--- config.mk ---
export PLATFORM = sky130hd
export DESIGN_NAME = led_shifter
export DESIGN_NICKNAME = d
export VERILOG_FILES = /design/src/rtl/led_shifter_pkg.sv /design/src/rtl/tick_edge_detect.sv /design/src/rtl/led_shifter.sv
export SDC_FILE = /design/constraint.sdc
export NUM_CORES = 1
export LEC_CHECK = 0
export BUFFER_PORTS_ARGS = -buffer_cell sky130_fd_sc_hd__clkbuf_2
export CAP_MARGIN = 5
export CORE_MARGIN = 2
export CORE_UTILIZATION = 43
export DETAILED_ROUTE_END_ITERATION = 10
export GPL_TIMING_DRIVEN = 0
export HOLD_SLACK_MARGIN = 0.12
export PLACE_DENSITY = 0.69
export RECOVER_POWER = 100
export SYNTH_ARGS = -nofsm -noshare
export SYNTH_HDL_FRONTEND = slang
export SYNTH_SLANG_ARGS = --single-unit
export TNS_END_PERCENT = 100
--- constraint.sdc ---
create_clock -name clk -period 3.19 [get_ports clk]
set_input_delay 0.638 -clock clk [delete_from_list [all_inputs] [get_ports clk]]
set_output_delay 0.638 -clock clk [all_outputs]
set_load 0.02 [all_outputs]
--- src/rtl/led_shifter_pkg.sv ---
`default_nettype none
// +--------------------------------------------------------------------+
// | Module      : led_shifter_pkg                                      |
// | Description : Shared widths, state encoding, mode codes, init      |
// |               patterns and small helpers for the LED shifter.      |
// |               Macro LED_SHIFTER_BOUNCE_EN adds the S_BOUNCE state. |
// | Revision    : 1.0 - initial release                                |
// +--------------------------------------------------------------------+
package led_shifter_pkg;

   localparam int LED_W = 16;

   localparam logic [1:0] MODE_SHIFT  = 2'b00;
   localparam logic [1:0] MODE_FILL   = 2'b01;
   localparam logic [1:0] MODE_FLASH  = 2'b10;
   localparam logic [1:0] MODE_BOUNCE = 2'b11;

   localparam logic DIR_LEFT  = 1'b0;
   localparam logic DIR_RIGHT = 1'b1;

   localparam logic [LED_W-1:0] INIT_SHIFT  = 16'h0001;
   localparam logic [LED_W-1:0] INIT_FILL   = 16'h0000;
   localparam logic [LED_W-1:0] INIT_FLASH  = 16'h0000;
   localparam logic [LED_W-1:0] INIT_BOUNCE = 16'h0001;
   localparam logic [LED_W-1:0] LED_ONE     = 16'h0001;
   localparam logic [LED_W-1:0] LED_ALL     = 16'hFFFF;
   localparam logic [LED_W-1:0] LED_NONE    = 16'h0000;

   // State codes equal the mode codes so a mode change is a direct compare.
`ifdef LED_SHIFTER_BOUNCE_EN
   typedef enum logic [1:0] {
      S_SHIFT  = 2'b00,
      S_FILL   = 2'b01,
      S_FLASH  = 2'b10,
      S_BOUNCE = 2'b11
   } state_t;
`else
   typedef enum logic [1:0] {
      S_SHIFT  = 2'b00,
      S_FILL   = 2'b01,
      S_FLASH  = 2'b10
   } state_t;
`endif

   // Without the bounce feature, mode 11 is an alias of SHIFT.
   function automatic state_t mode_to_state(input logic [1:0] mode);
      state_t s;
      case (mode)
         MODE_FILL:   s = S_FILL;
         MODE_FLASH:  s = S_FLASH;
`ifdef LED_SHIFTER_BOUNCE_EN
         MODE_BOUNCE: s = S_BOUNCE;
`endif
         default:     s = S_SHIFT;
      endcase
      return s;
   endfunction

   function automatic logic [LED_W-1:0] init_pattern(input state_t s);
      logic [LED_W-1:0] p;
      case (s)
         S_FILL:   p = INIT_FILL;
         S_FLASH:  p = INIT_FLASH;
`ifdef LED_SHIFTER_BOUNCE_EN
         S_BOUNCE: p = INIT_BOUNCE;
`endif
         default:  p = INIT_SHIFT;
      endcase
      return p;
   endfunction

   function automatic logic is_onehot(input logic [LED_W-1:0] v);
      return (v != LED_NONE) && ((v & (v - LED_ONE)) == LED_NONE);
   endfunction

endpackage
`default_nettype wire

--- src/rtl/tick_edge_detect.sv ---
`default_nettype none
// +--------------------------------------------------------------------+
// | Module      : tick_edge_detect                                     |
// | Description : Turns the divided-clock level "tick" into a one-clk  |
// |               step pulse on its rising edge, sampled on clk.       |
// | Revision    : 1.0 - initial release                                |
// +--------------------------------------------------------------------+
module tick_edge_detect (
   input  logic clk,
   input  logic rst,
   input  logic tick,
   output logic step
);

   logic tick_q;
   // arm_q stays low until tick has been seen low once after reset, so a
   // tick that is already high when reset releases cannot fake an edge.
   logic arm_q;

   // Register tick and arm the detector once tick has been observed low.
   always_ff @(posedge clk or negedge rst) begin
      if (!rst) begin
         tick_q <= 1'b0;
         arm_q  <= 1'b0;
      end else begin
         tick_q <= tick;
         arm_q  <= arm_q | ~tick;
      end
   end

   assign step = tick & ~tick_q & arm_q;

endmodule
`default_nettype wire

--- src/rtl/led_shifter.sv ---
`default_nettype none
// +--------------------------------------------------------------------+
// | Module      : led_shifter                                          |
// | Description : 16-bit LED pattern generator (SHIFT/FILL/FLASH/      |
// |               BOUNCE) advanced by rising edges of tick.            |
// |               Macro LED_SHIFTER_BOUNCE_EN enables BOUNCE mode;     |
// |               without it mode 11 behaves as SHIFT.                 |
// | Revision    : 1.0 - initial release                                |
// +--------------------------------------------------------------------+
module led_shifter
   import led_shifter_pkg::*;
(
   input  logic             clk,
   input  logic             rst,
   input  logic             tick,
   input  logic             en,
   input  logic             dir,
   input  logic [1:0]       mode,
   output logic [LED_W-1:0] led,
   output logic             wrap
);

   logic             step;
   state_t           target;
   state_t           state_q, state_d;
   logic [LED_W-1:0] led_q,   led_d;
   logic             wrap_q,  wrap_d;
`ifdef LED_SHIFTER_BOUNCE_EN
   logic             bdir_q,  bdir_d;
`endif

   tick_edge_detect u_tick_edge_detect (
      .clk  (clk),
      .rst  (rst),
      .tick (tick),
      .step (step)
   );

   assign target = mode_to_state(mode);

   // State, pattern and wrap registers; reset abandons any pattern in flight.
   always_ff @(posedge clk or negedge rst) begin
      if (!rst) begin
         state_q <= S_SHIFT;
         led_q   <= INIT_SHIFT;
         wrap_q  <= 1'b0;
`ifdef LED_SHIFTER_BOUNCE_EN
         bdir_q  <= DIR_LEFT;
`endif
      end else begin
         state_q <= state_d;
         led_q   <= led_d;
         wrap_q  <= wrap_d;
`ifdef LED_SHIFTER_BOUNCE_EN
         bdir_q  <= bdir_d;
`endif
      end
   end

   // Next pattern on an enabled step: reload on mode change, else advance.
   always_comb begin
      state_d = state_q;
      led_d   = led_q;
      wrap_d  = 1'b0;
`ifdef LED_SHIFTER_BOUNCE_EN
      bdir_d  = bdir_q;
`endif
      if (step && en) begin
         if (target != state_q) begin
            state_d = target;
            led_d   = init_pattern(target);
`ifdef LED_SHIFTER_BOUNCE_EN
            bdir_d  = dir;
`endif
         end else begin
            case (state_q)
               S_SHIFT: begin
                  if (!is_onehot(led_q)) begin
                     led_d = INIT_SHIFT;
                  end else if (dir == DIR_LEFT) begin
                     led_d  = {led_q[LED_W-2:0], led_q[LED_W-1]};
                     wrap_d = led_q[LED_W-1];
                  end else begin
                     led_d  = {led_q[0], led_q[LED_W-1:1]};
                     wrap_d = led_q[0];
                  end
               end
               // Any value is a legal FILL pattern: a dir change mid-fill
               // leaves mixed bits that still fill up to all-ones.
               S_FILL: begin
                  if (led_q == LED_ALL) begin
                     led_d  = LED_NONE;
                     wrap_d = 1'b1;
                  end else if (dir == DIR_LEFT) begin
                     led_d = {led_q[LED_W-2:0], 1'b1};
                  end else begin
                     led_d = {1'b1, led_q[LED_W-1:1]};
                  end
               end
               S_FLASH: begin
                  if (led_q == LED_NONE) begin
                     led_d = LED_ALL;
                  end else if (led_q == LED_ALL) begin
                     led_d  = LED_NONE;
                     wrap_d = 1'b1;
                  end else begin
                     led_d = INIT_FLASH;
                  end
               end
`ifdef LED_SHIFTER_BOUNCE_EN
               // dir is ignored here; only the internal bdir steers the bit.
               S_BOUNCE: begin
                  if (!is_onehot(led_q)) begin
                     led_d = INIT_BOUNCE;
                  end else if (bdir_q == DIR_LEFT) begin
                     if (led_q[LED_W-1]) begin
                        led_d  = {1'b0, led_q[LED_W-1:1]};
                        bdir_d = DIR_RIGHT;
                        wrap_d = 1'b1;
                     end else begin
                        led_d = {led_q[LED_W-2:0], 1'b0};
                     end
                  end else begin
                     if (led_q[0]) begin
                        led_d  = {led_q[LED_W-2:0], 1'b0};
                        bdir_d = DIR_LEFT;
                        wrap_d = 1'b1;
                     end else begin
                        led_d = {1'b0, led_q[LED_W-1:1]};
                     end
                  end
               end
`endif
               default: begin
                  state_d = S_SHIFT;
                  led_d   = INIT_SHIFT;
               end
            endcase
         end
      end
   end

   assign led  = led_q;
   assign wrap = wrap_q;

endmodule
`default_nettype wire

==> flow_summary_export.csv, run 1 <==
group,metric,value,unit
clock_tree,post_cts_buffers,0,
floorplanning,io_pins,24,
final_layout,postLayoutCoreUtil,48.8,%
run,drv_cap,0,
detailed_routing,ant_nets,0,
pwr,p_per_area,763,nW/um^2
sta,worst_pin_slew,1.09,ns
sta,timing.slew.headroom,27.5,%
synthesis,synth_fp_nets,187,
pwr,p_sw_share,48.0,%
detailed_routing,via_per_inst,5.63,
worst_setup_path,cp.required,3.42,ns
sta,fin_tns_setup,0,ns
synthesis,ys.flop_type,"dfrtp_1",
pwr,switching_power,0.000592,W
final_layout,layoutNonFillerInstCount,251,
synthesis,synth_top_family_by_area,"simple AND/OR/NAND/NOR gates",
floorplanning,initial_core_util,44.6,%
grt,track_usage,18.2,%
sta,setup_viol,0,
synthesis,yosysTopAreaCell,"dfrtp_1",
synthesis,ys_top_cells_by_count,"nand2_1 (25), dfrtp_1 (20), clkbuf_1 (13)",
final_layout,synthToLayoutAreaGrowth,9.40,%
detailed_routing,first_pass_iters,4,
sta,fin_crit,2.58,ns
place,place_congestion,0.892,
clock_tree,clk_pin_slew_worst_paths,0.11,ns
clock_tree,ctsResizeCount,0,
sta,fin_crit_sh,80.8,%
grt,grt_max_degree,22,
synthesis,synth.area.mux_share,2.12,%
pwr,combPwrFrac,56.8,%
synthesis,synth_xor_area_share,1.19,%
sta,maxSlewViolCount,0,
final_layout,diodes,0,
grt,grt_pass1_vias,1303,
floorplanning,die_x,62.6,um
worst_setup_path,cp_max_fo,10,
synthesis,synth_compound_area_share,25.4,%
pwr,power.internal,0.000641,W
place,dp_slack,0.780,ns
synthesis,yosys.area_share.simple,27.3,%
floorplanning,rows,21,
clock_tree,clock_path_buffers,2,
sta,rsz0062_at_grt,"no",
pwr,seqPwrFrac,32.6,%
grt,grt.overflow.total,0,
synthesis,synthArstFlopShare,100,%
grt,grt_pass1_wl,5820,um
pwr,p_leak,0.640,nW
clock_tree,cts-root-buf,"clkbuf_4",
pwr,power.total,0.00123,W
detailed_routing,via_count,1413,
pwr,clkPwrFrac,10.7,%
pwr,peakVddDrop,0.284,mV
synthesis,synth_area_leaders,"dfrtp_1 (34%), nand2_1 (6.4%), a211oi_1 (6.1%)",
sta,setup_slack,0.611,ns
synthesis,yosysSeqAreaShare,35.6,%
place,portBuffers,23,
worst_setup_path,critical_path_arrival,2.81,ns
grt,antenna_found_initial,0,
floorplanning,coreArea,3310,um^2
worst_setup_path,worst_setup_path_start_kind,"register",
worst_setup_path,worstSetupPathType,"reg -> reg",
final_layout,drive_gt1_share,7.32,%
sta,hold_viol,0,
detailed_routing,wl_per_cell,13.8,um
worst_setup_path,crit_path_end_kind,"register",
floorplanning,die-area,3920,um^2
detailed_routing,drt-total-wl,3450,um
detailed_routing,drc_errors,0,
final_layout,fill_cells,380,
synthesis,ys_warn_count,0,
floorplanning,fp.dieH,62.6,um
min_path,hp-class,"in -> reg",
sta,max_freq,388,MHz
final_layout,seq_area,527,um^2
clock_tree,holdBufCountCts,0,
place,placed_cells,247,
clock_tree,clk_latency,0.31,ns
clock_tree,cts_buffers,3,
clock_tree,clock-sinks,21,
sta,finClkSkew,0.0105,ns
synthesis,synthAdderAreaFrac,2.37,%
synthesis,synth-edff-count,0,
clock_tree,cts_tree,"done",
final_layout,final_nets,215,
synthesis,synth_top_area_share,33.9,%
synthesis,synth_most_common_cell,"nand2_1",
worst_setup_path,ff2ff_setup_slack,0.61,ns
detailed_routing,first_iter_violations,38,
synthesis,ys_ff_latch,21,
run_status,status,"finished, final reports clean",
synthesis,syn-mean-instance-area,8.30,um^2
clock_tree,cts_htree_levels,1,
synthesis,syn_inst,178,
place,dp_hpwl,2470,um
synthesis,synthesis.area,1480,um^2
final_layout,multi_input_area,833,um^2
synthesis,ys_types,39,
==> placed cells by master, fill, tap and decap left out, types with 3 or more instances in the layout <==
cell type  count
nand4_1        4
nor2b_1       11
clkbuf_1      33
nand2b_1       3
nand2_1       25
clkbuf_2       6
inv_1          5
nor4_1         6
nand3_1        7
o211a_1        3
a21oi_1        5
clkbuf_4       3
o21ai_0       17
o31ai_1        4
dfrtp_1       20
nor3_1         5
and3_1         3
a211oi_1      12
nor2_1         7
==> power by group through the flow <==
stage	Clock [W]	Sequential [W]	Combinational, W
3_5_place_dp	0	0.000409	0.000726
3_3_place_gp	0	0.000408	0.000720
4_1_cts	0.000134	0.000404	0.000732
2_1_floorplan	0	0.000456	0.000503
6_report	0.000132	0.000401	0.000700
5_1_grt	0.000147	0.000413	0.000779
==> through the flow <==
| stage | instance area (um^2) | hold slack, ns |
|---|---|---|
| 2_1_floorplan | 1480 | 0.342 |
| 3_3_place_gp | 1650 | 0.458 |
| 3_5_place_dp | 1650 | 0.462 |
| 4_1_cts | 1680 | 0.291 |
| 5_1_grt | 1620 | 0.444 |
| 6_report | 1620 | 0.464 |
==> kinds of logic (layout without fill, tap and decap cells) <==
family | Yosys count | in the layout
AOI/OAI and AO/OA | 51 | 51
xor gates and xnor gates | 2 | 2
adders and majority gates | 3 | 3
buffers and inverters | 21 | 48
DFF | 21 | 21
muxes | 3 | 3
and+or+nand+nor | 77 | 77
==> path summary, 6_finish.rpt <==
check,startpoint,to,cells past startpoint
worst min register to register,u_tick_edge_detect.arm_q,u_tick_edge_detect.arm_q,1
worst max register to register,led[4],led[6],7
worst max-delay path,led[4],led[6],7
worst min-delay path,tick,u_tick_edge_detect.tick_q,1
min in group asynchronous,rst,led[11],1
max in group asynchronous,rst,u_tick_edge_detect.tick_q,1
==> per-layer routing <==
| metal | vias up | part of all wire [%] | GRT usage, % |
|---|---|---|---|
| met4 | 0 | 1.3 | 6.94 |
| met2 | 35 | 47 | 30.6 |
| met3 | 5 | 3.9 | 2.16 |
| met1 | 675 | 48 | 24.0 |
| met5 | - | 0 | 0 |
| li1 | 698 | - | - |
==> worst max-delay path, stage by stage, from the launching register on <==
cell	delay, ns
dfrtp_1	0.39
clkbuf_1	0.20
nor4_1	0.48
nand3_1	0.17
a2111o_1	0.50
o31a_1	0.32
clkbuf_2	0.23
o21ai_0	0.20
==> registers in the layout, summed over array words and instances (netlist names) <==
name / cells
wrap: 1
led: 16
u_tick_edge_detect.arm_q: 1
state_q: 2
u_tick_edge_detect.tick_q: 1
==> final cells by class <==
class                      instances  share of cell area [%]
multi-input combinational        136                    51.5
clock buffer                       4                    1.63
tap                               46                    3.56
buffer                            16                    3.79
inverter                           5                    1.16
timing repair buffer              23                    5.73
sequential                        21                    32.6
Note: power is estimated with default switching activity, not from simulation.
==> run 2: changes to the inputs <==
--- a/config.mk
+++ b/config.mk
@@ -12,7 +12,7 @@
 export DETAILED_ROUTE_END_ITERATION = 10
 export GPL_TIMING_DRIVEN = 0
 export HOLD_SLACK_MARGIN = 0.12
-export PLACE_DENSITY = 0.69
+export PLACE_DENSITY = 0.72
 export RECOVER_POWER = 100
 export SYNTH_ARGS = -nofsm -noshare
 export SYNTH_HDL_FRONTEND = slang
==> constraint.sdc (replaced) <==
create_clock -name clk -period 2.23 [get_ports clk]
set_input_delay 0.446 -clock clk [delete_from_list [all_inputs] [get_ports clk]]
set_output_delay 0.446 -clock clk [all_outputs]
set_load 0.02 [all_outputs]
==> run 2 against run 1 <==
Wire length rose by 7.8%. Largest cell class unchanged. Highest routed layer unchanged. The run now ends with negative setup slack left. Cell count grew 1.2%. Largest power group unchanged. Combinational power up 69%. Register-to-register slack got worse by 0.62 ns.
==> flow_summary_export.csv, run 2 (synthesis gave the netlist of run 1 again) <==
group,metric,value,unit
detailed_routing,wl_per_cell,14.7,um
floorplanning,initial_core_util,44.6,%
place,portBuffers,23,
detailed_routing,first_pass_iters,4,
grt,grt_pass1_vias,1295,
final_layout,drive_gt1_share,18.8,%
place,dp_slack,-0.131,ns
grt,grt.met1_usage,26.8,%
sta,max_freq,447,MHz
final_layout,layoutNonFillerInstCount,254,
sta,finClkSkew,0.00272,ns
grt,track_usage,19.2,%
final_layout,final_common_cell,"clkbuf_1",
grt,antenna_found_initial,0,
detailed_routing,first_iter_violations,82,
worst_setup_path,crit_path_end_kind,"register",
detailed_routing,drt-total-wl,3720,um
sta,hold_viol,0,
place,dp_hpwl,2570,um
grt,grt.overflow.total,0,
sta,fin_crit_sh,100,%
clock_tree,cts_htree_levels,1,
sta,rsz0062_at_grt,"yes",
floorplanning,fp.dieH,62.6,um
clock_tree,clock-sinks,21,
floorplanning,coreArea,3310,um^2
sta,worst_pin_slew,1.09,ns
run_status,violations,"negative setup slack",
sta,timing.slew.headroom,27.6,%
detailed_routing,ant_nets,0,
grt,grt_max_degree,22,
run,drv_cap,0,
pwr,p_per_area,1140,nW/um^2
final_layout,largest_register_ff_count,16,
clock_tree,clk_pin_slew_worst_paths,0.11,ns
sta,fin_crit,2.24,ns
pwr,p_leak,0.697,nW
run_status,status,"finished, violations left",
floorplanning,rows,21,
place,place_congestion,0.932,
sta,maxSlewViolCount,0,
worst_setup_path,cp_max_fo,6,
grt,grt_busiest_layer,"met2",
sta,setup_viol,2,
floorplanning,io_pins,24,
final_layout,final_nets,218,
worst_setup_path,cp.required,2.47,ns
detailed_routing,via_per_inst,5.69,
floorplanning,die_x,62.6,um
worst_setup_path,worstSetupPathType,"reg -> reg",
final_layout,layout_common_cells,"clkbuf_1 (28), nand2_1 (25), dfrtp_1 (18)",
place,placed_cells,247,
grt,met3_usage,1.62,%
clock_tree,cts-root-buf,"clkbuf_4",
clock_tree,clk_latency,0.30,ns
detailed_routing,via_count,1445,
floorplanning,die-area,3920,um^2
pwr,peakVddDrop,0.586,mV
clock_tree,cts_buffers,3,
grt,met2_usage,30.9,%
detailed_routing,drc_errors,0,
sta,setup_slack,-0.00694,ns
clock_tree,clock_path_buffers,2,
final_layout,diodes,0,
final_layout,synthToLayoutAreaGrowth,18.0,%
grt,grt_pass1_wl,6090,um
min_path,hp-class,"in -> reg",
clock_tree,cts_tree,"done",
worst_setup_path,critical_path_arrival,2.48,ns
worst_setup_path,worst_setup_path_start_kind,"register",
final_layout,postLayoutCoreUtil,52.7,%
-- run 2: final cells by class --
class | count | area (um^2)
Timing Repair Buffer | 32 | 166
Clock buffer | 4 | 26.3
Inverter | 5 | 18.8
Sequential cell | 21 | 529
Buffer | 10 | 45.0
Multi-Input combinational cell | 136 | 901
Tap cell | 46 | 57.6
Fill cell | 344 | 1570
-- run 2: worst paths after layout --
kind	endpoint	cells after the start	from	slack, ns
max reg2reg	led[7]	8	led[0]	-0.007
min	u_tick_edge_detect.tick_q	1	tick	0.30
max in group asynchronous	led[1]	2	rst	0.66
max	led[7]	8	led[0]	-0.007
min reg2reg	u_tick_edge_detect.arm_q	1	u_tick_edge_detect.arm_q	0.49
min in group asynchronous	led[9]	2	rst	0.85
-- run 2: routing by layer --
metal / vias up / share of wire [%]
met4: 0 / 0.27
met2: 45 / 47
met5: - / 0
li1: 705 / -
met1: 693 / 47
met3: 2 / 5.6
-- run 2: what timing repair did --
action                     CTS  global route
hold endpoints to repair    20             0
setup endpoints to repair   12            17
resized for setup            5            10
hold buffers                 1             0
cloned                       0             1
setup buffers                4             3
pin swaps                    3            15
-- run 2: worst max-delay path: stages, from the launching register on --
cell and delay, ns:
dfstp_2 0.62, nor4_4 0.08, buf_4 0.15, and3_1 0.17
and2_1 0.16, a2111o_1 0.38, o31a_1 0.33, buf_4 0.17
o21ai_1 0.12
-- run 2: stage by stage --
stage / hold WS, ns / total power (W) / setup TNS (ns) / cell area (um^2)
floorplan: 0.150 / 0.00137 / 0 / 1480
global placement: 0.438 / 0.00162 / -0.893 / 1650
detailed placement: 0.439 / 0.00163 / -1.01 / 1650
CTS: 0.277 / 0.00192 / -0.0166 / 1720
global route: 0.298 / 0.00212 / -0.717 / 1740
finish: 0.296 / 0.00199 / -0.0117 / 1740
-- run 2: where the power goes --
part           internal (W)  switching (W)  leakage, nW
Combinational      0.000510       0.000671        0.406
Sequential         0.000464       0.000159        0.276
Clock             0.0000698       0.000115       0.0150
Total               0.00104       0.000944        0.697
==> run 3: changes to the inputs <==
--- a/config.mk
+++ b/config.mk
@@ -7,13 +7,14 @@
 export LEC_CHECK = 0
 export BUFFER_PORTS_ARGS = -buffer_cell sky130_fd_sc_hd__clkbuf_2
 export CAP_MARGIN = 5
+export CORE_ASPECT_RATIO = 1.75
 export CORE_MARGIN = 2
 export CORE_UTILIZATION = 43
 export DETAILED_ROUTE_END_ITERATION = 10
 export GPL_TIMING_DRIVEN = 0
-export HOLD_SLACK_MARGIN = 0.12
 export PLACE_DENSITY = 0.72
 export RECOVER_POWER = 100
+export REMOVE_ABC_BUFFERS = 1
 export SYNTH_ARGS = -nofsm -noshare
 export SYNTH_HDL_FRONTEND = slang
 export SYNTH_SLANG_ARGS = --single-unit
==> run 3 against run 2 <==
The flow now finishes without violations. Design area grew 3.7%. Cell count fell by 5.5%. Via count is 0.90% lower. Critical path depth shrank 2. Critical endpoint is now led[9].
==> flow_summary_export.csv, run 3 (synthesis gave the netlist of run 1 again) <==
group,metric,value,unit
sta,maxSlewViolCount,0,
grt,antenna_found_initial,0,
place,dp_hpwl,2350,um
min_path,hp-class,"in -> reg",
worst_setup_path,worstSetupPathType,"reg -> reg",
floorplanning,die-area,3940,um^2
worst_setup_path,worst_setup_path_start_kind,"register",
sta,worst_pin_slew,1.21,ns
pwr,power.internal,0.00118,W
detailed_routing,drc_errors,0,
sta,fin_crit_sh,99.0,%
detailed_routing,first_pass_iters,4,
worst_setup_path,slowest_delay,0.60,ns
clock_tree,clk_pin_slew_worst_paths,0.09,ns
worst_setup_path,crit_path_end_kind,"register",
pwr,p_leak,0.753,nW
floorplanning,coreArea,3330,um^2
pwr,clkPwrFrac,11.5,%
final_layout,layoutNonFillerInstCount,240,
detailed_routing,ant_nets,0,
final_layout,drive_gt1_share,30.3,%
floorplanning,io_pins,24,
worst_setup_path,cp.required,2.38,ns
place,post_dp_cell_area,1580,um^2
run_status,status,"finished, final reports clean",
place,placed_cells,230,
pwr,combPwrFrac,59.2,%
sta,max_freq,453,MHz
grt,grt.overflow.total,0,
worst_setup_path,crit_buf_inv,0,
final_layout,largest_register_ff_count,16,
clock_tree,clock-sinks,21,
grt,grt_max_degree,33,
clock_tree,holdBufCountCts,0,
floorplanning,initial_core_util,44.4,%
detailed_routing,drt-total-wl,4060,um
floorplanning,fp.dieH,81.6,um
worst_setup_path,cpMaxStageDelayCell,"dfrtp_1",
pwr,p_sw_share,48.9,%
sta,fin_crit,2.21,ns
clock_tree,cts_htree_levels,1,
detailed_routing,first_iter_violations,57,
floorplanning,rows,28,
worst_setup_path,path_cells,"nand4_1 -> nor4_1 -> or2_2 -> a21o_1 -> o31a_4 -> o21ai_1",
final_layout,final_area,1810,um^2
clock_tree,cts_tree,"done",
pwr,seqPwrFrac,29.3,%
sta,rsz0062_at_grt,"yes",
detailed_routing,via_count,1432,
final_layout,final_nets,205,
sta,hold_viol,0,
pwr,p_per_area,1280,nW/um^2
place,place_congestion,0.844,
sta,fin_tns_setup,0,ns
place,portBuffers,23,
pwr,peakVddDrop,0.746,mV
clock_tree,clock_path_buffers,2,
clock_tree,clk_latency,0.27,ns
floorplanning,die_x,48.3,um
detailed_routing,via_per_inst,5.97,
sta,setup_viol,0,
worst_setup_path,critical_path_arrival,2.36,ns
final_layout,synthToLayoutAreaGrowth,22.4,%
final_layout,diodes,0,
sta,finClkSkew,0.00941,ns
grt,track_usage,20.8,%
grt,grt_pass1_wl,6300,um
clock_tree,cts-root-buf,"clkbuf_8",
worst_setup_path,cp_max_fo,10,
final_layout,layout_common_cells,"nand2_1 (24), clkbuf_2 (20), dfrtp_1 (17)",
detailed_routing,wl_per_cell,16.9,um
pwr,switching_power,0.00113,W
sta,timing.slew.headroom,19.4,%
final_layout,final_common_cell,"nand2_1",
run,drv_cap,0,
clock_tree,cts_buffers,3,
grt,grt_pass1_vias,1317,
worst_setup_path,cp_top_family,"simple AND/OR/NAND/NOR gates",
-- run 3: repair_timing --
item | CTS | global route
cloned | 2 | 0
endpoints found under the setup margin | 16 | 17
endpoints found under the hold margin | 0 | 0
setup buffers | 3 | 1
pin swaps | 6 | 17
gates resized for setup | 11 | 18
-- run 3: layout make-up --
type                    instances  area (um^2)
inverters                       5         18.8
fillers                       304         1520
repair buffers                 27          141
multi-input cells             138         1020
flip-flops and latches         21          531
clock buffers                   4         45.0
well taps                      45         56.3
-- run 3: stage by stage --
stage / hold slack [ns] / total power [W] / utilization (%) / worst slack, ns
6_report: 0.367 / 0.00231 / 54.3 / 0.0224
5_1_grt: 0.364 / 0.00246 / 54.3 / -0.145
4_1_cts: 0.163 / 0.00203 / 51.3 / 0.000508
3_5_place_dp: 0.452 / 0.00160 / 47.5 / -0.745
3_3_place_gp: 0.449 / 0.00158 / 47.5 / -0.718
2_1_floorplan: 0.150 / 0.00133 / - / -0.0513
-- run 3: power groups by stage --
stage / clock, W / combinational, W / sequential, W
after floorplan: 0 / 0.000632 / 0.000702
after global placement: 0 / 0.000922 / 0.000658
after detailed placement: 0 / 0.000938 / 0.000658
after CTS: 0.000264 / 0.00112 / 0.000653
after global routing: 0.000281 / 0.00148 / 0.000694
final: 0.000266 / 0.00137 / 0.000677
-- run 3: metal layers --
| metal | track usage (%) | up-vias | share of wire [%] |
|---|---|---|---|
| met5 | 0 | - | 0 |
| met2 | 38.3 | 49 | 53 |
| met4 | 12.6 | 0 | 4.7 |
| met3 | 3.45 | 17 | 4.1 |
| met1 | 22.2 | 684 | 38 |
| li1 | - | 682 | - |
-- run 3: final timing paths --
| kind | depth (start not counted) | end | slack, ns | start |
|---|---|---|---|---|
| max in group asynchronous | 1 | led[2] | 1.03 | rst |
| min in group asynchronous | 1 | led[7] | 0.40 | rst |
| max reg2reg | 6 | led[9] | 0.02 | led[10] |
| min reg2reg | 1 | u_tick_edge_detect.arm_q | 0.56 | u_tick_edge_detect.arm_q |
| min | 1 | u_tick_edge_detect.tick_q | 0.37 | tick |
| max | 6 | led[9] | 0.02 | led[10] |
-- run 3: worst reg2reg max path, cell delays in order, from the launching register on --
cell and delay [ns]:
dfrtp_1 0.60, nand4_1 0.19, nor4_1 0.55, or2_2 0.26, a21o_1 0.19, o31a_4 0.24
o21ai_1 0.08
